File: config.mk
export PLATFORM = sky130hd
export DESIGN_NAME = audio_pwm_out
export DESIGN_NICKNAME = d
export VERILOG_FILES = /design/src/rtl/audio_pwm_out.sv
export SDC_FILE = /design/constraint.sdc
export NUM_CORES = 1
export LEC_CHECK = 0
export BUFFER_PORTS_ARGS = -buffer_cell sky130_fd_sc_hd__buf_4
export CORE_MARGIN = 5
export CORE_UTILIZATION = 25
export CTS_CLUSTER_SIZE = 25
export DETAILED_ROUTE_END_ITERATION = 10
export PLACE_DENSITY = 0.4
export RECOVER_POWER = 100
export SLEW_MARGIN = 20
export SYNTH_ARGS = -nofsm -noshare
export SYNTH_HDL_FRONTEND = slang
export SYNTH_SLANG_ARGS = --single-unit
export TNS_END_PERCENT = 20
File: constraint.sdc
create_clock -name clk -period 5.1 [get_ports clk]
set_input_delay 1.275 -clock clk [delete_from_list [all_inputs] [get_ports clk]]
set_output_delay 1.275 -clock clk [all_outputs]
set_load 0.05 [all_outputs]
File: src/rtl/audio_pwm_out.sv
// audio_pwm_out: multi-channel 1-bit audio output stage.
// Samples arrive through a small valid/ready FIFO and are popped once per
// sample period into the per-channel current-sample registers. Each channel
// is then modulated as PWM against a shared carrier counter, or as a
// first-order sigma-delta stream. An empty FIFO at a sample tick raises a
// sticky underrun flag.
module audio_pwm_out #(
   parameter int N_CHANNELS = 2,
   parameter int W_SAMPLE   = 8,
   parameter int FIFO_DEPTH = 4,
   parameter int W_DIV      = 8
) (
   input  logic                              clk,
   input  logic                              rst_n,
   input  logic                              cfg_en,
   input  logic                              cfg_mode,
   input  logic [W_DIV-1:0]                  cfg_div,
   input  logic [N_CHANNELS*W_SAMPLE-1:0]    sample_wdata,
   input  logic                              sample_vld,
   output logic                              sample_rdy,
   output logic [$clog2(FIFO_DEPTH+1)-1:0]   fifo_level,
   output logic                              underrun,
   input  logic                              underrun_clr,
   output logic [N_CHANNELS-1:0]             audio
);

   localparam int W_PTR  = $clog2(FIFO_DEPTH);
   localparam int W_LVL  = $clog2(FIFO_DEPTH + 1);
   localparam int W_DATA = N_CHANNELS * W_SAMPLE;

   localparam logic [W_LVL-1:0]    LVL_FULL = W_LVL'(FIFO_DEPTH);
   localparam logic [W_SAMPLE-1:0] CTR_MAX  = {W_SAMPLE{1'b1}};

   // FIFO storage and bookkeeping
   logic [W_DATA-1:0]   mem_r [FIFO_DEPTH];
   logic [W_PTR-1:0]    wr_ptr_r;
   logic [W_PTR-1:0]    rd_ptr_r;
   logic [W_LVL-1:0]    level_r;
   logic                rdy_r;

   // Sample-rate timing
   logic [W_SAMPLE-1:0] ctr_r;
   logic [W_DIV-1:0]    dctr_r;

   // Per-channel modulator state
   logic [W_SAMPLE-1:0] cur_r [N_CHANNELS];
   logic [W_SAMPLE:0]   acc_r [N_CHANNELS];
   logic [N_CHANNELS-1:0] audio_r;
   logic                underrun_r;

   // Combinational controls
   logic                empty_s;
   logic                push_s;
   logic                wrap_s;
   logic                tick_s;
   logic                pop_s;
   logic                set_underrun_s;
   logic [W_LVL-1:0]    level_nxt_s;
   logic [W_SAMPLE:0]   acc_nxt_s [N_CHANNELS];
   logic [N_CHANNELS-1:0] audio_nxt_s;

   // Push/pop/tick decisions, next FIFO level and next modulator values.
   always_comb begin
      empty_s        = (level_r == '0);
      push_s         = sample_vld && rdy_r;
      wrap_s         = cfg_en && (ctr_r == CTR_MAX);
      tick_s         = wrap_s && (dctr_r >= cfg_div);
      // No fall-through: a tick only sees entries already stored.
      pop_s          = tick_s && !empty_s;
      set_underrun_s = tick_s && empty_s;
      level_nxt_s    = level_r;
      audio_nxt_s    = '0;
      for (int i = 0; i < N_CHANNELS; i++) begin
         acc_nxt_s[i] = '0;
      end

      case ({push_s, pop_s})
         2'b10:   level_nxt_s = level_r + W_LVL'(1);
         2'b01:   level_nxt_s = level_r - W_LVL'(1);
         default: level_nxt_s = level_r;
      endcase

      for (int i = 0; i < N_CHANNELS; i++) begin
         acc_nxt_s[i] = {1'b0, acc_r[i][W_SAMPLE-1:0]} + {1'b0, cur_r[i]};
         if (cfg_mode) begin
            audio_nxt_s[i] = acc_nxt_s[i][W_SAMPLE];
         end else begin
            audio_nxt_s[i] = (ctr_r < cur_r[i]);
         end
      end
   end

   // FIFO storage, pointers, occupancy and ready flag.
   always_ff @(posedge clk or negedge rst_n) begin
      if (!rst_n) begin
         for (int k = 0; k < FIFO_DEPTH; k++) begin
            mem_r[k] <= '0;
         end
         wr_ptr_r <= '0;
         rd_ptr_r <= '0;
         level_r  <= '0;
         rdy_r    <= 1'b1;
      end else begin
         if (push_s) begin
            mem_r[wr_ptr_r] <= sample_wdata;
            wr_ptr_r        <= wr_ptr_r + W_PTR'(1);
         end
         if (pop_s) begin
            rd_ptr_r <= rd_ptr_r + W_PTR'(1);
         end
         level_r <= level_nxt_s;
         rdy_r   <= (level_nxt_s != LVL_FULL);
      end
   end

   // Carrier counter and sample-rate divider; both idle at zero while disabled.
   always_ff @(posedge clk or negedge rst_n) begin
      if (!rst_n) begin
         ctr_r  <= '0;
         dctr_r <= '0;
      end else if (!cfg_en) begin
         ctr_r  <= '0;
         dctr_r <= '0;
      end else begin
         ctr_r <= ctr_r + W_SAMPLE'(1);
         if (wrap_s) begin
            // >= so that lowering cfg_div mid-count ticks at the next wrap.
            if (dctr_r >= cfg_div) begin
               dctr_r <= '0;
            end else begin
               dctr_r <= dctr_r + W_DIV'(1);
            end
         end
      end
   end

   // Current samples: load the FIFO head on a tick, otherwise hold.
   always_ff @(posedge clk or negedge rst_n) begin
      if (!rst_n) begin
         for (int i = 0; i < N_CHANNELS; i++) begin
            cur_r[i] <= '0;
         end
      end else if (pop_s) begin
         for (int i = 0; i < N_CHANNELS; i++) begin
            cur_r[i] <= mem_r[rd_ptr_r][i*W_SAMPLE +: W_SAMPLE];
         end
      end
   end

   // Sigma-delta accumulators and the registered modulator outputs.
   always_ff @(posedge clk or negedge rst_n) begin
      if (!rst_n) begin
         for (int i = 0; i < N_CHANNELS; i++) begin
            acc_r[i] <= '0;
         end
         audio_r <= '0;
      end else if (!cfg_en) begin
         for (int i = 0; i < N_CHANNELS; i++) begin
            acc_r[i] <= '0;
         end
         audio_r <= '0;
      end else begin
         // Accumulators run in both modes so a mode switch needs no restart.
         for (int i = 0; i < N_CHANNELS; i++) begin
            acc_r[i] <= acc_nxt_s[i];
         end
         audio_r <= audio_nxt_s;
      end
   end

   // Sticky underrun flag; a set in the same cycle as a clear wins.
   always_ff @(posedge clk or negedge rst_n) begin
      if (!rst_n) begin
         underrun_r <= 1'b0;
      end else if (set_underrun_s) begin
         underrun_r <= 1'b1;
      end else if (underrun_clr) begin
         underrun_r <= 1'b0;
      end
   end

   assign sample_rdy = rdy_r;
   assign fifo_level = level_r;
   assign underrun   = underrun_r;
   assign audio      = audio_r;

endmodule

==> out/summary.txt, run 1 <==
final slew viol count: 70
ANT cells: 0
synthesized area: 6380 µm²
PnR worst setup slack: 1350 ps
Top FF cell, synth: dfrtp_1
delay-heaviest family, CP: buffers and inverters
max_cap viols: 1
Routed WL: 14,100 µm
area delta synth->final: 19.6%
final net count: 631
layout cells sized above 1: 27.9%
most common cell after layout, fill and taps aside: dfrtp_1
Synth Area in Adders: 9.77%
routed vias/inst: 4.53
Critical Path RT: 5440 ps
failing checks: max-capacitance violations, max-slew violations
area share of the largest cell type after synthesis: 47.9%
Critical-path top delay cell: clkbuf_1
status: finished with violations
Final Util: 30.3%
first-pass GRT wire length: 23,900 µm
PwrDens: 464 nW/µm²
die width: 170 µm
Ports: 37
DR vias: 4,061
mux contribution to synthesized area: 20.4%
clk_skew: 7.06 ps
Post-Synth Simple-Gate Area: 8.20%
CP Launch Type: primary input
Hold WS: 500 ps
Pleak: 3.39 nW
DR DRC count: 0
DP HPWL: 9650 µm
vias in the first global route: 4,478
Unique masters post-synth: 51
I/O Buffers: 36
filler instances: 2,530
# setup viols final: 0
Reg area: 3080 µm²
H-tree lvl count: 4
arrival time at the worst endpoint: 4090 ps
clk buf depth: 2
GRT Total Usage: 10.6%
CP Max Fanout: 28
most frequent cells in the layout: dfrtp_1 (122), mux2_2 (73), ha_1 (45)
xor/xnor share of the synthesized area: 2.34%
PostCTS Resize Cnt: 0
endpoints failing hold: 0
die height: 170 µm
worst vdd ir: 0.199 mV
final period utilization: 73.5%
Core ar.: 25,200 µm²
WS Path Type: in2reg
syn_area_per_cell: 12.5 µm²
Worst Tran Pin Value: 1720 ps
RSZ-0062 raised after global routing: no
post-synthesis compound-gate area fraction: 7.46%
per-cell routed wire length: 15.7 µm
Syn Inst Count: 512
dominant cell type by area after synthesis: dfrtp_1
Max stage delay on crit path: 900 ps
async set-reset flop share out of synthesis: 100%
register area share after synthesis: 48.3%
worst min-delay path category: reg2reg
Setup Buffers After CTS: 0
worst path bufs/invs: 4
Syn. warnings: 0
TritonRoute pass-1 iters: 5
Worst-Skew Late Latency: 410 ps
Tmin final: 3750 ps
initial antenna violation count: 0
Synth area leaders: dfrtp_1 (48%), mux2_2 (13%), ha_1 (8.8%), mux4_2 (5.7%), inv_1 (2.2%)
Die ar.: 28,800 µm²
CTS Sinks: 123
gpl congestion: 0.748
Fmax: 267 MHz
grt ovf: 0
Pwr Total: 3.54 mW
Post-synth EDFFs: 0
largest net degree at the start of global routing: 70
CTS Buf Count: 17
Root Driver: clkbuf_16
Rows: 58
crit-path cells: clkbuf_1 > and3_2 > o21ai_0 > buf_4 > inv_1 > ha_1 > inv_1 > fa_1 > xor2_1 > nor2_1 > xor2_1 > nand2_1
number of synthesized register bits: 123
syn_nets: 590
Placement Setup Slack: 1020 ps
Initial DRC Count: 144
area occupied by multi-input gates: 3030 µm²
CTS Hold Bufs: 0
main combinational cell family by area after synthesis: multiplexers
Clk pin slew, worst setup/hold paths: 60 ps
TritonCTS clock tree: built
Setup crit end kind: flip-flop
setup tns final: 0 ps
post-route ant nets: 0
Slew headroom: -14.9%
Starting Density: 25.3%
==> per-layer routing <==
metal / vias to the layer above / GRT usage (%) / wire [µm]
met2: 54 / 17.3 / 6920
met5: - / 0 / 0
met4: 0 / 3.71 / 199
met3: 12 / 2.61 / 456
li1: 1939 / - / -
met1: 2056 / 13.6 / 6480
==> power by group <==
part           internal (mW)  switching, mW  total (mW)
Clock                  0.967          0.455        1.42
Combinational          0.402          0.306       0.708
Sequential              1.27          0.144        1.41
Total                   2.64          0.905        3.54
==> cell type report <==
class                           count  share of cell area [%]
Clock buffer                       17                    5.58
Clock inverter                     15                    3.56
Inverter                           39                    1.92
Multi-Input combinational cell    332                    39.7
Sequential cell                   123                    40.4
Tap cell                          330                    5.41
Timing Repair Buffer               40                    3.43
==> worst register-to-register path, cell delays in order, from the launching register on <==
cell,delay (ps)
dfrtp_1,440
ha_1,320
a211oi_1,70
nor2_1,560
o21ai_0,200
buf_4,250
inv_1,80
ha_1,170
inv_1,60
fa_1,370
xor2_1,150
nor2_1,110
xor2_1,190
nand2_1,70
==> flip-flops by register name, summed over array words and instances (netlist names), 3 cells and up <==
| name | cells |
|---|---|
| ctr_r | 8 |
| cur_r | 16 |
| fifo_level | 3 |
| mem_r | 64 |
| acc_r | 16 |
| dctr_r | 8 |
==> metrics by stage <==
stage                     cell area [µm²]  instances
final                                7630        896
after detailed placement             7020        864
after CTS                            7720        896
after global placement               7020        864
after global routing                 7630        896
after floorplan                      6380        512
==> logic make-up (layout without fill, tap and decap cells) <==
family          count (synthesis)  count (layout)
compound gates                 70              70
xor+xnor                       17              17
fa+ha+maj                      48              48
buf+inv                        57             111
flops                         123             123
mux                            97              97
simple gates                  100             100
==> synth_stat cells (4+ instances only) <==
cell and instances:
clkbuf_1 15, and2_1 5, or4_1 4, a21o_1 5
ha_1 45, mux2_2 73, mux2_4 8, xor2_1 10
a21oi_1 17, nand3_1 14, xnor2_1 7, dfrtp_1 122
o221ai_1 7, nand2_1 21, inv_1 38, nor3_1 8
nor2_1 25, mux4_2 16, o21ai_0 19, a211oi_1 4
nand4b_1 4
==> path summary, 6_finish.rpt <==
kind	startpoint	endpoint	slack, ps	depth (start not counted)
min	mem_r[55]$_DFFE_PN0P_	mem_r[55]$_DFFE_PN0P_	500	1
max in group asynchronous	rst_n	ctr_r[1]$_DFF_PN0_	1580	2
min in group asynchronous	rst_n	mem_r[28]$_DFFE_PN0P_	1300	1
min reg2reg	mem_r[55]$_DFFE_PN0P_	mem_r[55]$_DFFE_PN0P_	500	1
max	cfg_en	sample_rdy$_DFF_PN1_	1350	12
max reg2reg	dctr_r[5]$_DFFE_PN0P_	sample_rdy$_DFF_PN1_	1990	13
Note: power is estimated with default switching activity, not from simulation.
==> run 2: changes to the inputs <==
--- a/config.mk
+++ b/config.mk
@@ -5,6 +5,7 @@
 export SDC_FILE = /design/constraint.sdc
 export NUM_CORES = 1
 export LEC_CHECK = 0
+export ABC_AREA = 1
 export BUFFER_PORTS_ARGS = -buffer_cell sky130_fd_sc_hd__buf_4
 export CORE_MARGIN = 5
 export CORE_UTILIZATION = 25
==> constraint.sdc (replaced) <==
create_clock -name clk -period 3.5 [get_ports clk]
set_input_delay 0.875 -clock clk [delete_from_list [all_inputs] [get_ports clk]]
set_output_delay 0.875 -clock clk [all_outputs]
set_load 0.05 [all_outputs]
==> out/summary.txt, run 2 <==
Post-synth EDFFs: 0
# setup viols final: 0
per-cell routed wire length: 13.8 µm
Final Util: 30.0%
Core ar.: 25,300 µm²
Non-Filler Instances: 1,157
Commonest cells post-synth: nand2_1 (196), dfrtp_1 (122), o21ai_0 (114)
CTS Hold Bufs: 0
DP HPWL: 10,600 µm
WS Path Type: reg2reg
most frequent cells in the layout: nand2_1 (197), dfrtp_1 (122), o21ai_0 (114)
TritonRoute pass-1 iters: 5
Starting Density: 25.4%
Slew headroom: 2.61%
DR vias: 5,086
clk buf depth: 2
Pleak: 3.85 nW
CTS Buf Count: 17
Critical Path RT: 3850 ps
area occupied by multi-input gates: 2870 µm²
vias in the first global route: 5,029
ANT cells: 0
power share of the clock group: 38.2%
PostCTS Resize Cnt: 0
most common cell after layout, fill and taps aside: nand2_1
clk_skew: 9.70 ps
post-route ant nets: 0
Die ar.: 29,000 µm²
combinational share of power: 18.9%
TritonCTS clock tree: built
synthesized area: 6410 µm²
Reg area: 3080 µm²
die width: 170 µm
I/O Buffers: 36
max_cap viols: 0
CTS Sinks: 123
Tmin final: 2750 ps
status: completed
P_int: 3.19 mW
async set-reset flop share out of synthesis: 100%
Root Driver: clkbuf_16
final net count: 892
sw frac: 31.7%
Syn Inst Count: 777
Unique masters post-synth: 28
syn_area_per_cell: 8.25 µm²
setup tns final: 0 ps
syn_nets: 855
GRT Total Usage: 11.6%
FF-to-FF path depth: 8
most numerous cell in the Yosys netlist: nand2_1
placed insts: 1,125
arrival time at the worst endpoint: 3090 ps
Rows: 58
Syn. warnings: 0
PwrDens: 616 nW/µm²
initial antenna violation count: 0
filler instances: 2,753
area share of the largest cell type after synthesis: 47.6%
worst vdd ir: 0.268 mV
Setup crit end kind: flip-flop
H-tree lvl count: 4
number of synthesized register bits: 123
Routed WL: 15,900 µm
routed vias/inst: 4.40
die height: 170 µm
CP Max Fanout: 27
max FFs per register: 64
Initial DRC Count: 255
RSZ-0062 raised after global routing: no
Largest regs: mem_r: 64 flops, acc_r: 16 flops, cur_r: 16 flops
layout cells sized above 1: 8.34%
largest net degree at the start of global routing: 52
register area share after synthesis: 48.0%
Synth area leaders: dfrtp_1 (48%), nand2_1 (11%), o21ai_0 (8.9%), ha_1 (8.8%), inv_1 (4.9%)
endpoints failing hold: 0
Clk pin slew, worst setup/hold paths: 60 ps
Fmax: 364 MHz
Worst Tran Pin Value: 1460 ps
Setup Buffers After CTS: 0
area delta synth->final: 18.3%
Min-Delay Path Depth: 2
Top reg by flops: mem_r
Top FF cell, synth: dfrtp_1
final period utilization: 78.5%
final slew viol count: 0
DR DRC count: 0
worst min-delay path category: reg2reg
dominant cell type by area after synthesis: dfrtp_1
Seq pwr share: 42.9%
first-pass GRT wire length: 26,800 µm
CP Launch Type: flip-flop
P_sw: 1.48 mW
Hold WS: 481 ps
Worst-Skew Late Latency: 420 ps
gpl congestion: 0.732
Ports: 37
grt ovf: 0
## run 2: cell types whose count changed after synthesis, moves of 11 or more
cell	delta
nand2_1	+175
o21ai_0	+95
mux2_2	-73
inv_1	+46
nor2_1	+37
nand4_1	+20
a21oi_1	+16
mux4_2	-16
o22ai_1	+16
clkbuf_1	+11
## run 2: power groups by stage
| stage | combinational (mW) | sequential (mW) | clock (mW) |
|---|---|---|---|
| final | 0.884 | 2.00 | 1.78 |
| after global routing | 1.05 | 2.05 | 1.90 |
| after CTS | 0.942 | 2.00 | 1.84 |
| after detailed placement | 0.941 | 2.02 | 0 |
| after global placement | 0.928 | 2.03 | 0 |
| after floorplan | 0.577 | 2.05 | 0 |
## run 2: logic make-up (layout without fill, tap and decap cells)
logic type	after synthesis	count (layout)	synth area share, %
adders and majority gates	48	48	9.72
AOI/OAI and AO/OA	169	169	13.8
DFF	123	123	48.0
xor gates and xnor gates	10	10	1.37
and+or+nand+nor	310	310	20.1
buffers and inverters	117	167	7.02
## run 2: per-stage QoR
step / power, mW / setup slack (ps) / cell area (µm²)
after global placement: 2.96 / 530 / 7090
after CTS: 4.79 / 964 / 7680
after global routing: 5.00 / 412 / 7590
after floorplan: 2.63 / 561 / 6410
after detailed placement: 2.97 / 514 / 7090
final: 4.67 / 753 / 7590
## run 2: layout make-up
cell class	count	area share, %
Clock buffer	20	6.02
Clock inverter	12	1.81
Inverter	87	4.30
Multi-Input combinational cell	537	37.8
Sequential cell	123	40.6
Tap cell	330	5.44
Timing Repair Buffer	48	4.01
## run 2: final timing paths
kind | from | end | slack [ps]
min in group asynchronous | rst_n | dctr_r[7]$_DFFE_PN0P_ | 790
setup / recovery | ctr_r[0]$_DFF_PN0_ | cur_r[8]$_DFFE_PN0P_ | 750
hold reg to reg | mem_r[18]$_DFFE_PN0P_ | mem_r[18]$_DFFE_PN0P_ | 480
max in group asynchronous | rst_n | mem_r[12]$_DFFE_PN0P_ | 960
setup reg to reg | ctr_r[0]$_DFF_PN0_ | cur_r[8]$_DFFE_PN0P_ | 750
hold / removal | mem_r[18]$_DFFE_PN0P_ | mem_r[18]$_DFFE_PN0P_ | 480
## run 2: routing by layer
metal  part of all wire, %  GRT usage, %  wire [µm]  vias to the layer above
met2                    44          18.1       7060                       72
li1                      -             -          -                     2628
met4                  0.77          3.13        123                        0
met5                     0             0          0                        -
met3                   3.7          2.60        585                        9
met1                    51          16.3       8150                     2377
## run 2: worst max-delay path, cell delays in order, from the launching register on
cell and delay [ps]:
dfrtp_1 410, ha_1 180, nand2_1 50, inv_1 70, nand2_1 120, nor3_1 480, clkbuf_1 1000, nand4_1 220
nand2_1 130
==> run 3: changes to the inputs <==
--- a/config.mk
+++ b/config.mk
@@ -5,7 +5,7 @@
 export SDC_FILE = /design/constraint.sdc
 export NUM_CORES = 1
 export LEC_CHECK = 0
-export ABC_AREA = 1
+export ABC_AREA = 0
 export BUFFER_PORTS_ARGS = -buffer_cell sky130_fd_sc_hd__buf_4
 export CORE_MARGIN = 5
 export CORE_UTILIZATION = 25
==> constraint.sdc (replaced) <==
create_clock -name clk -period 2.55 [get_ports clk]
set_input_delay 0.6375 -clock clk [delete_from_list [all_inputs] [get_ports clk]]
set_output_delay 0.6375 -clock clk [all_outputs]
set_load 0.05 [all_outputs]
==> out/summary.txt, run 3 (synthesized netlist as in run 1, its figures left out) <==
final slew viol count: 0
die width: 170 µm
Pwr Total: 6.84 mW
crit-path cells: ha_4 > nand4_1 > a21oi_2 > a2bb2oi_4 > o21ai_4 > inv_2 > ha_4 > inv_2 > fa_2 > xor2_1 > nor2_1 > xor2_1 > nand2_1
Worst-Skew Late Latency: 410 ps
clk_skew: 9.04 ps
initial antenna violation count: 0
post-route ant nets: 0
Slew headroom: 15.5%
worst path bufs/invs: 2
gpl congestion: 0.789
area occupied by multi-input gates: 3130 µm²
Critical Path RT: 2890 ps
Rows: 58
grt ovf: 0
most common cell after layout, fill and taps aside: dfrtp_1
Finished Cell Area: 7870 µm²
setup tns final: 0 ps
max FFs per register: 64
RSZ-0062 raised after global routing: no
CP Max Fanout: 2
Largest regs: mem_r: 64 flops, acc_r: 16 flops, cur_r: 16 flops
Final Util: 31.3%
filler instances: 2,508
DR DRC count: 0
routed vias/inst: 4.53
Die ar.: 28,800 µm²
Ports: 37
CTS Hold Bufs: 0
worst setup path startpoint: dctr_r[7]$_DFFE_PN0P_
FF-to-FF Start: dctr_r[7]$_DFFE_PN0P_
CTS Sinks: 123
largest net degree at the start of global routing: 52
Tmin final: 2410 ps
max_cap viols: 0
layout cells sized above 1: 32.8%
die height: 170 µm
area delta synth->final: 23.4%
Setup crit end kind: flip-flop
DP HPWL: 10,100 µm
status: completed
DR vias: 4,174
first-pass GRT wire length: 24,600 µm
DP Area: 7320 µm²
Core ar.: 25,200 µm²
Clk pin slew, worst setup/hold paths: 60 ps
Initial DRC Count: 184
# setup viols final: 0
Root Driver: clkbuf_16
Top reg by flops: mem_r
WS Path Type: reg2reg
Routed WL: 14,400 µm
GRT Total Usage: 10.8%
Worst Tran Pin Value: 1270 ps
Pleak: 3.47 nW
CP Launch Type: flip-flop
final net count: 657
endpoints failing hold: 0
per-cell routed wire length: 15.6 µm
H-tree lvl count: 4
final period utilization: 94.4%
vias in the first global route: 4,632
Max stage delay on crit path: 430 ps
clk buf depth: 2
TritonCTS clock tree: built
worst min-delay path category: in2async
Placement Setup Slack: -286 ps
worst vdd ir: 0.386 mV
TritonRoute pass-1 iters: 4
Fmax: 415 MHz
most frequent cells in the layout: dfrtp_1 (120), mux2_2 (73), buf_4 (47)
delay-heaviest family, CP: adder cells
CTS Buf Count: 17
Starting Density: 25.3%
Critical-path top delay cell: dfrtp_2
PnR worst setup slack: 142 ps
Reg area: 3080 µm²
ANT cells: 0
PwrDens: 870 nW/µm²
arrival time at the worst endpoint: 2750 ps
I/O Buffers: 36
-- run 3: changes by cell type in the layout (fill, tap and decap cells not counted), sizes merged, moves of 6 or more --
cell	before	now
mux4	0	16
buf	30	49
a21oi	33	17
mux2	0	81
o21ai	114	20
o22ai	16	0
nand2	197	21
nand3	20	14
nand4	22	2
o221ai	0	7
nor2	62	25
inv	91	38
-- run 3: repair_timing --
item | in CTS | in global routing
resized for setup | 0 | 2
setup endpoints to repair | 0 | 2
setup buffers | 0 | 3
-- run 3: path summary, 6_finish.rpt --
path                                         endpoint  slack, ps  depth (start not counted)
max in group asynchronous          ctr_r[3]$_DFF_PN0_        720                          2
min in group clk                 underrun$_DFFE_PN0P_        410                          2
worst min-delay path            mem_r[26]$_DFFE_PN0P_        360                          1
worst max register to register   sample_rdy$_DFF_PN1_        140                         13
worst min register to register  mem_r[21]$_DFFE_PN0P_        500                          1
worst max-delay path             sample_rdy$_DFF_PN1_        140                         13
-- run 3: report_power, final --
group / internal [mW] / leakage, nW / switching (mW)
Sequential: 2.53 / 1.56 / 0.286
Combinational: 0.828 / 1.60 / 0.635
Clock: 1.69 / 0.303 / 0.879
-- run 3: area by class of cell --
| cell class | count | area share, % |
|---|---|---|
| clock buffers | 21 | 5.85 |
| well taps | 330 | 5.25 |
| repair buffers | 66 | 5.85 |
| flip-flops and latches | 123 | 39.2 |
| clock inverters | 11 | 2.13 |
| multi-input cells | 332 | 39.8 |
| inverters | 39 | 2.02 |
-- run 3: layer usage --
metal	wire [µm]	GRT usage [%]
met5	0	0
met4	219	4.24
met3	305	2.40
met2	6830	17.3
met1	7030	14.2
-- run 3: per-stage QoR --
step / hold WS [ps] / instances
6_report: 365 / 922
3_3_place_gp: 482 / 887
2_1_floorplan: 342 / 512
3_5_place_dp: 490 / 887
5_1_grt: 397 / 922
4_1_cts: 195 / 919
